**config.mk**
```make
export PLATFORM = sky130hd
export DESIGN_NAME = issue_queue
export DESIGN_NICKNAME = d
export VERILOG_FILES = /design/src/rtl/issue_queue.sv
export SDC_FILE = /design/constraint.sdc
export NUM_CORES = 1
export LEC_CHECK = 0
export BUFFER_PORTS_ARGS = -buffer_cell sky130_fd_sc_hd__buf_2
export CORE_MARGIN = 5
export CORE_UTILIZATION = 40
export DETAILED_ROUTE_END_ITERATION = 16
export GPL_TIMING_DRIVEN = 0
export SYNTH_ARGS = -nofsm -noshare
export SYNTH_HDL_FRONTEND = slang
export SYNTH_SLANG_ARGS = --single-unit
```
**constraint.sdc**
```tcl
create_clock -name clk_i -period 3.7 [get_ports clk_i]
set_input_delay 0.37 -clock clk_i [delete_from_list [all_inputs] [get_ports clk_i]]
set_output_delay 0.37 -clock clk_i [all_outputs]
set_load 0.02 [all_outputs]
```
**src/rtl/issue_queue.sv**
```systemverilog
// Out-of-order issue queue: busy-table scoreboarding, tag wakeup and oldest-first select.
// Define IQ_WAKEUP_BYPASS_EN to let a writeback make a waiting entry issuable in that same cycle.
module issue_queue #(
    parameter int  IQ_ENTRY                  = 8,
    parameter int  NUM_PHYS_REG              = 64,
    localparam int TAG_W                     = $clog2(NUM_PHYS_REG),
    localparam int IMM_W                     = 12,
    localparam int RENAMED_INSTRUCTION_WIDTH = 8 + TAG_W + 1 + TAG_W + IMM_W + 1
) (
    input  logic                                 clk_i,
    input  logic                                 reset_i,
    input  logic [RENAMED_INSTRUCTION_WIDTH-1:0] renamed_i,
    input  logic                                 renamed_v_i,
    output logic                                 issue_rename_ready_o,
    output logic [RENAMED_INSTRUCTION_WIDTH-1:0] issued_o,
    output logic                                 issued_v_o,
    input  logic                                 exec_ready_i,
    input  logic                                 wb_v_i,
    input  logic [TAG_W-1:0]                     wb_tag_i,
    input  logic                                 commit_v_i,
    input  logic                                 mispredict_i
);

    localparam int IDX_W = $clog2(IQ_ENTRY);
    localparam int CNT_W = IDX_W + 1;

    typedef struct packed {
        logic [7:0]       opcode;
        logic [TAG_W-1:0] dest_id;
        logic             w_v;
        logic [TAG_W-1:0] source_1;
        logic [IMM_W-1:0] source2_imm;
        logic             imm;
    } renamed_instruction_t;

    renamed_instruction_t r_entry [IQ_ENTRY];
    logic [IQ_ENTRY-1:0]  r_older [IQ_ENTRY];
    logic [IQ_ENTRY-1:0]  r_valid;
    logic [IQ_ENTRY-1:0]  r_src1_rdy;
    logic [IQ_ENTRY-1:0]  r_src2_rdy;
    logic [NUM_PHYS_REG-1:0] r_busy;
    logic [CNT_W-1:0]     r_count;

    renamed_instruction_t w_in;
    logic                 w_flush;
    logic                 w_enq;
    logic                 w_deq;
    logic [IDX_W-1:0]     w_enq_idx;
    logic                 w_enq_s1;
    logic                 w_enq_s2;
    logic [IQ_ENTRY-1:0]  w_wake1;
    logic [IQ_ENTRY-1:0]  w_wake2;
    logic [IQ_ENTRY-1:0]  w_elig;
    logic [IQ_ENTRY-1:0]  w_older_elig;
    logic [IQ_ENTRY-1:0]  w_sel_oh;
    logic [IDX_W-1:0]     w_sel_idx;
    logic                 w_sel_any;

    assign w_in    = renamed_i;
    assign w_flush = commit_v_i & mispredict_i;

    assign issue_rename_ready_o = (r_count < CNT_W'(IQ_ENTRY)) & ~w_flush;
    assign w_enq = renamed_v_i & issue_rename_ready_o;

    assign w_enq_s1 = ~r_busy[w_in.source_1] | (wb_v_i & (wb_tag_i == w_in.source_1));
    assign w_enq_s2 = w_in.imm | ~r_busy[w_in.source2_imm[TAG_W-1:0]]
                    | (wb_v_i & (wb_tag_i == w_in.source2_imm[TAG_W-1:0]));

    always_comb begin
        w_enq_idx = '0;
        for (int i = IQ_ENTRY - 1; i >= 0; i--) begin
            if (!r_valid[i]) w_enq_idx = IDX_W'(i);
        end
    end

    always_comb begin
        w_wake1 = '0;
        w_wake2 = '0;
        for (int i = 0; i < IQ_ENTRY; i++) begin
            w_wake1[i] = wb_v_i & r_valid[i] & (r_entry[i].source_1 == wb_tag_i);
            w_wake2[i] = wb_v_i & r_valid[i] & ~r_entry[i].imm
                       & (r_entry[i].source2_imm[TAG_W-1:0] == wb_tag_i);
        end
    end

`ifdef IQ_WAKEUP_BYPASS_EN
    assign w_elig = r_valid & (r_src1_rdy | w_wake1) & (r_src2_rdy | w_wake2);
`else
    assign w_elig = r_valid & r_src1_rdy & r_src2_rdy;
`endif

    // r_older[j][i] means j was allocated before i; an entry wins only if no older entry is eligible.
    always_comb begin
        w_older_elig = '0;
        for (int i = 0; i < IQ_ENTRY; i++) begin
            for (int j = 0; j < IQ_ENTRY; j++) begin
                if (w_elig[j] && r_older[j][i]) w_older_elig[i] = 1'b1;
            end
        end
    end

    assign w_sel_oh  = w_elig & ~w_older_elig;
    assign w_sel_any = |w_sel_oh;

    always_comb begin
        w_sel_idx = '0;
        for (int i = 0; i < IQ_ENTRY; i++) begin
            if (w_sel_oh[i]) w_sel_idx = IDX_W'(i);
        end
    end

    assign issued_v_o = w_sel_any & ~w_flush;
    assign issued_o   = issued_v_o ? r_entry[w_sel_idx] : '0;
    assign w_deq      = issued_v_o & exec_ready_i;

    always_ff @(posedge clk_i or negedge reset_i) begin
        if (!reset_i) begin
            r_valid    <= '0;
            r_src1_rdy <= '0;
            r_src2_rdy <= '0;
            r_count    <= '0;
            for (int i = 0; i < IQ_ENTRY; i++) begin
                r_entry[i] <= '0;
                r_older[i] <= '0;
            end
        end else if (w_flush) begin
            r_valid <= '0;
            r_count <= '0;
        end else begin
            r_src1_rdy <= r_src1_rdy | w_wake1;
            r_src2_rdy <= r_src2_rdy | w_wake2;
            if (w_deq) r_valid[w_sel_idx] <= 1'b0;
            if (w_enq) begin
                r_valid[w_enq_idx]    <= 1'b1;
                r_entry[w_enq_idx]    <= w_in;
                r_src1_rdy[w_enq_idx] <= w_enq_s1;
                r_src2_rdy[w_enq_idx] <= w_enq_s2;
                r_older[w_enq_idx]    <= '0;
                for (int j = 0; j < IQ_ENTRY; j++) begin
                    r_older[j][w_enq_idx] <= r_valid[j];
                end
            end
            r_count <= r_count + CNT_W'(w_enq) - CNT_W'(w_deq);
        end
    end

    // A same-cycle allocation of a tag overrides its writeback clear.
    always_ff @(posedge clk_i or negedge reset_i) begin
        if (!reset_i) begin
            r_busy <= '0;
        end else if (w_flush) begin
            r_busy <= '0;
        end else begin
            if (wb_v_i) r_busy[wb_tag_i] <= 1'b0;
            if (w_enq && w_in.w_v) r_busy[w_in.dest_id] <= 1'b1;
        end
    end

endmodule

```
==> Yosys cells after proc, flatten, opt, wreduce, memory -nomap -nowiden <==
Cells that the tools add are included.
{ "totals": {"wordCells": 357, "regBits": 428, "out_inout_bits": 36} }
{ "classes": {"order_cmp": 14, "bitwise_logic": 69, "n_eq_ne": 18, "add_sub_neg": 2, "reduce_logical": 72, "mux": 121} }
{ "ops": {"columns": ["operator", "n"], "rows": [
  ["272-bit bitwise mux", 1],
  ["64-bit 2-to-1 mux", 4],
  ["34-bit 2-to-1 mux", 4],
  ["64-bit AND", 2],
  ["64-bit inverter", 2],
  ["6-bit equality test", 18],
  ["34-bit binary-select mux with 3-bit select", 1],
  ["34-bit demux with 3-bit select", 1],
  ["8-bit bitwise mux", 10],
  ["1-bit 2-to-1 mux", 71],
  ["1-bit logical AND", 70],
  ["64-bit bitwise OR", 1],
  ["8-bit 2-to-1 mux", 7],
  ["3-bit 2-to-1 mux", 14],
  ["1-bit AND", 39],
  ["8-bit AND", 4],
  ["6-bit by 7-bit less-than comparator with 1-bit output, second input constant", 4],
  ["8-bit demux with 3-bit select", 1],
  ["8-bit bitwise OR", 3],
  ["8-bit inverter", 2],
  ["1-bit binary-select mux with 6-bit select", 2],
  ["1-bit demux with 6-bit select", 2],
  ["6-bit by 1-bit >= comparator with 1-bit output, second input constant", 2],
  ["1-bit inverter", 11],
  ["13 further kinds", 20]
]} }

==> Longest topological paths before layout <==
{ "logic_depth": {"word_depth": 31, "mapped_depth": 17, "ltp_nobuf": 14} }

==> Worst setup path before layout <==
No wires, ideal clock.
{ "synth_path": {"kind": "register to register", "startpoint": "register r_src1_rdy[1]", "endpoint": "register r_count[2]", "t_required_ns": 3.568, "slack_ns": 0.441, "path_buffers": 3, "stages_incl_launch_ff": 17, "arrival_time_ns": 3.127, "cell_sequence": "dfrtp_1 > clkbuf_1 > nand4_1 > o2111a_1 > nand3_2 > and2_1 > buf_2 > clkbuf_1 > nand3_1 > o21a_1 > and2_1 > ha_1 > inv_1 > ha_1 > fa_1 > xnor2_1 > nor2_1"} }
{ "synth_via": {"elab_chain_len": 17, "elab_cells_between_ends": 73, "cone_classes": "add/sub: 1; mux: 57; bitwise: 6; reduce/logical: 9"} }
{ "synth_lines": {"columns": ["element", "line", "text"], "rows": [
  ["from (decl)", "39", "logic [IQ_ENTRY-1:0] r_src1_rdy;"],
  ["from (signal assigned)", "130", "r_src1_rdy <= r_src1_rdy | w_wake1;"],
  ["from (signal, indexed assignment)", "136", "r_src1_rdy[w_enq_idx] <= w_enq_s1;"],
  ["8-bit AND (*) (2 in series)", "89", "assign w_elig = r_valid & r_src1_rdy & r_src2_rdy;"],
  ["1-bit logical AND", "97", "if (w_elig[j] && r_older[j][i]) w_older_elig[i] = 1'b1;"],
  ["1-bit 2-to-1 mux (7 in series)", "97", null],
  ["8-bit inverter", "102", "assign w_sel_oh = w_elig & ~w_older_elig;"],
  ["8-bit AND (*)", "102", null],
  ["8-bit OR reduction (*)", "103", "assign w_sel_any = |w_sel_oh;"],
  ["1-bit AND (*)", "112", "assign issued_v_o = w_sel_any & ~w_flush;"],
  ["net issued_v_o", "16", "output logic issued_v_o,"],
  ["1-bit AND (*)", "114", "assign w_deq = issued_v_o & exec_ready_i;"],
  ["4-bit by 1-bit subtractor with 4-bit output (*)", "143", "r_count <= r_count + CNT_W'(w_enq) - CNT_W'(w_deq);"],
  ["4-bit 2-to-1 mux (*)", "126", "end else if (w_flush) begin"],
  ["to (signal assigned)", "143", null],
  ["to (decl)", "42", "logic [CNT_W-1:0] r_count;"]
]} }
The timed path passes the listed nets; every way through them passes the cells marked *.
A chain may end at the register's enable or synchronous reset.

==> Worst setup path after layout <==
{ "layout_path": {"startpoint": "register r_valid[2]", "endpoint": "output issued_o[14]"} }
{ "layout_via": {"elab_chain_len": 23, "elab_cells_between_ends": 74, "cone_classes": "mux: 59; bitwise: 6; reduce/logical: 9"} }
{ "layout_lines": {"columns": ["element", "line", "text"], "rows": [
  ["from (decl)", "38", "logic [IQ_ENTRY-1:0] r_valid;"],
  ["from (signal assigned)", "118", "r_valid <= '0;"],
  ["from (signal assigned)", "127", "r_valid <= '0;"],
  ["from (signal, indexed assignment)", "132", "if (w_deq) r_valid[w_sel_idx] <= 1'b0;"],
  ["8-bit AND (*) (2 in series)", "89", null],
  ["1-bit logical AND", "97", null],
  ["1-bit 2-to-1 mux (6 in series)", "97", null],
  ["8-bit inverter", "102", null],
  ["8-bit AND (*)", "102", null],
  ["1-bit 2-to-1 mux", "108", "if (w_sel_oh[i]) w_sel_idx = IDX_W'(i);"],
  ["3-bit 2-to-1 mux (6 in series)", "108", null],
  ["3-bit inverter with 4-bit output (not written as such)", "113", "assign issued_o = issued_v_o ? r_entry[w_sel_idx] : '0;"],
  ["34-bit binary-select mux with 3-bit select", "113", null],
  ["34-bit 2-to-1 mux (not written as such) (2 in series)", "113", null],
  ["34-bit 2-to-1 mux (*)", "113", null],
  ["to (decl)", "15", "output logic [RENAMED_INSTRUCTION_WIDTH-1:0] issued_o,"]
]} }
Every way passes the cells marked *; elsewhere a longest branch is shown, timed or not. The select of a mux whose other input is x is not followed.

==> metrics.yaml <==
outcome: "finished, violations left"
violations: "negative setup slack"
fin_ws_ns: -0.101
cp-start-kind: "flop"
synth-edff-count: 0
first_iter_violations: 2629
clock_path_buffers: 3
yosys.area_share.simple_pct: 18.7
ios: 83
final_cell_mix: "nand2_1, dfrtp_1, clkbuf_1"
cp_slowest_cell: "dfrtp_1"
die-height_um: 245
synth_top_family_by_area: "simple AND/OR/NAND/NOR gates"
drtPass1Iterations: 6
peakVddDrop_mv: 0.337
fin_nets: 2570
reg2reg_from: "r_count[3]$_DFF_PN0_"
grt.total_usage_pct: 28.0
area_delta_synth_final_pct: 18.8
clk_latency_ns: 0.60
tightest_slew_ns: 1.32
skew_ns: 0.0165
min_path_cells: 3
r2r_slack_ns: 0.07
final_max_slew_viol_count: 0
diodes: 0
max_stage_delay_ns: 0.44
synthAdderAreaFrac_pct: 0.319
viasPerCell: 6.11
ys_seq_area_share_pct: 48.7
die_w_um: 245
p_leak_nw: 12.0
fmax_mhz: 263
clk_pin_slew_ns: 0.06
cts_buffers: 49
critical_path_class: "reg -> out"
dpl.hpwl_um: 59200
crit_fanout: 7
via_count: 19900
synth-compound-area-share_pct: 14.4
synth_top_area_share_pct: 48.7
ys_types: 68
hold_start: "renamed_i[26]"
ff_latch_area_sq_mm: 0.0107
cts_tree: "done"
drc: 0
synthXorXnorAreaFrac_pct: 4.42
critPathTopFamily: "compound AO/OA/AOI/OAI gates"
ant_nets: 0
r2r_cells: 7
globalplace.congestion: 0.975
synth_nets: 2413
min_to: "r_entry[94]$_DFFE_PN0P_"
rows: 86
grt_max_degree: 121
yosys_warnings: 0
worst-path-buf-inv: 2
period_minus_slack_ns: 3.80
ys_seq_elements: 428
dieArea_sq_mm: 0.0598
drt-wirelength-per-cell_um: 26.5
htreeDepth: 2
required_ns: 3.33
cts_sinks: 428
drt-total-wl_um: 86600
start_util_pct: 40.2
synthCells: 2361
hold_slack_ns: 0.0571
fin_setup_tns_ns: -0.745
globalRouteOverflowTotal: 0
synth_flop_cell: "dfrtp_1"
core_sq_mm: 0.0548
r2r_end: "r_entry[169]$_DFFE_PN0P_"
critical_path_arrival_ns: 3.43
drive_gt1_share_pct: 18.4
cp_cell_sequence: "nand3_2 > a211o_1 > or3_4 > a211oi_4 > o21ai_4 > buf_6 > a221o_1 > a21oi_2 > buf_4"
async_flop_share_pct: 100
antenna_found_initial: 0
synth_area_per_cell_sq_um: 9.32
mostFrequentLayoutCell: "nand2_1"
synth_area_sq_mm: 0.0220
grt_pass1_wl_um: 127000
grt_pass1_vias: 19600
setup_viol: 19
cap_violations: 0
hold_path.class: "in -> reg"
io_buffer_count: 64
muxShareOfSynthArea_pct: 9.07
endpoint_kind: "output port"
synth_area_leaders: "dfrtp_1, nand2_1, mux2_2"
hold_violations: 0
slew_headroom_pct: 11.9
multi_input_area_sq_mm: 0.0106
root_buffer: "clkbuf_16"
n_fill_cell: 5143
rsz0062_at_grt: "true"
post-route-period-util_pct: 103
synth_largest_area_cell: "dfrtp_1"
powerDensity_mw_per_mm2: 623
metrics by stage:
step / cells / utilization (%) / total power [mW] / worst slack (ns) / area (sq um)
floorplan: 2361 / - / 8.73 / 0.441 / 22000
global placement: 3129 / 42.4 / 10.2 / -6.44 / 23200
detailed placement: 3133 / 42.6 / 10.3 / -0.498 / 23300
CTS: 3254 / 47.0 / 15.8 / -0.0320 / 25700
global route: 3263 / 47.7 / 16.9 / -0.134 / 26100
finish: 3263 / 47.7 / 16.3 / -0.101 / 26100
synth_stat cells, types with 26 or more instances:
cell type / instances
a21oi_1: 134
a221o_1: 68
buf_2: 43
clkbuf_1: 130
dfrtp_1: 428
inv_1: 28
mux2_2: 94
mux4_2: 34
nand2_1: 804
nand3_1: 26
nand4_1: 41
nor2_1: 26
o21ai_0: 104
o221ai_1: 68
xnor2_1: 52
xor2_1: 59
flip-flops by register name, indices dropped and copies added (netlist names), named ones only:
register / count
r_valid: 8
r_src1_rdy: 8
r_count: 4
r_older: 56
r_src2_rdy: 8
r_entry: 272
r_busy: 64
power by group:
part / internal (mW) / total, mW / switching, mW / leakage [nW]
clock network: 2.99 / 5.04 / 2.04 / 0.811
logic: 2.10 / 4.99 / 2.89 / 5.44
registers: 5.57 / 6.25 / 0.682 / 5.74
total: 10.7 / 16.3 / 5.61 / 12.0
worst register-to-register path, stage by stage, from the launching register on:
cell,delay (ns)
dfrtp_1,0.40
a21oi_1,0.39
nand4_1,0.26
nand2b_1,0.20
clkbuf_1,0.24
a211oi_2,1.07
buf_2,0.55
mux2_2,0.40
how the worst max path moves through the flow:
stage                                   start                endpoint  slack [ns]  depth (start not counted)
floorplan           r_src1_rdy[1]$_DFFE_PN0N_    r_count[2]$_DFF_PN0_        0.44                         16
global placement                      reset_i  r_entry[8]$_DFFE_PN0P_       -6.44                          1
detailed placement  r_src2_rdy[1]$_DFFE_PN0N_    r_count[2]$_DFF_PN0_       -0.50                         16
CTS                      r_valid[2]$_DFF_PN0_             issued_o[2]       -0.03                         12
global route             r_valid[2]$_DFF_PN0_            issued_o[13]       -0.13                          9
finish                   r_valid[2]$_DFF_PN0_            issued_o[14]       -0.10                          9
layout make-up:
cell class | count | area share, %
buffer | 197 | 4.45
timing repair buffer | 110 | 3.79
tap | 704 | 3.37
multi-input combinational | 1704 | 40.7
inverter | 28 | 0.402
sequential | 428 | 41.0
clock buffer | 78 | 5.62
clock inverter | 14 | 0.665
timing repair:
action                     in CTS  in global routing
setup endpoints to repair      52                 45
hold buffers                    1                  0
hold endpoints to repair       31                  0
resized for setup             166                 90
cloned                          1                  3
buffers inserted               30                  7
pin swaps                      27                 21
cells by family after synthesis:
family	after synthesis
fa+ha+maj	5
simple gates	989
compound gates	455
xor+xnor	111
buf+inv	229
mux	144
flops	428
layer usage:
layer / vias up / global-route usage (%) / routed length, um
met1: 9905 / 37.4 / 34000
met4: 0 / 14.8 / 5320
met2: 1231 / 42.9 / 38800
met5: - / 0 / 0
met3: 280 / 6.23 / 8490
li1: 8524 / - / -
Power figures use the tool's default switching activity.
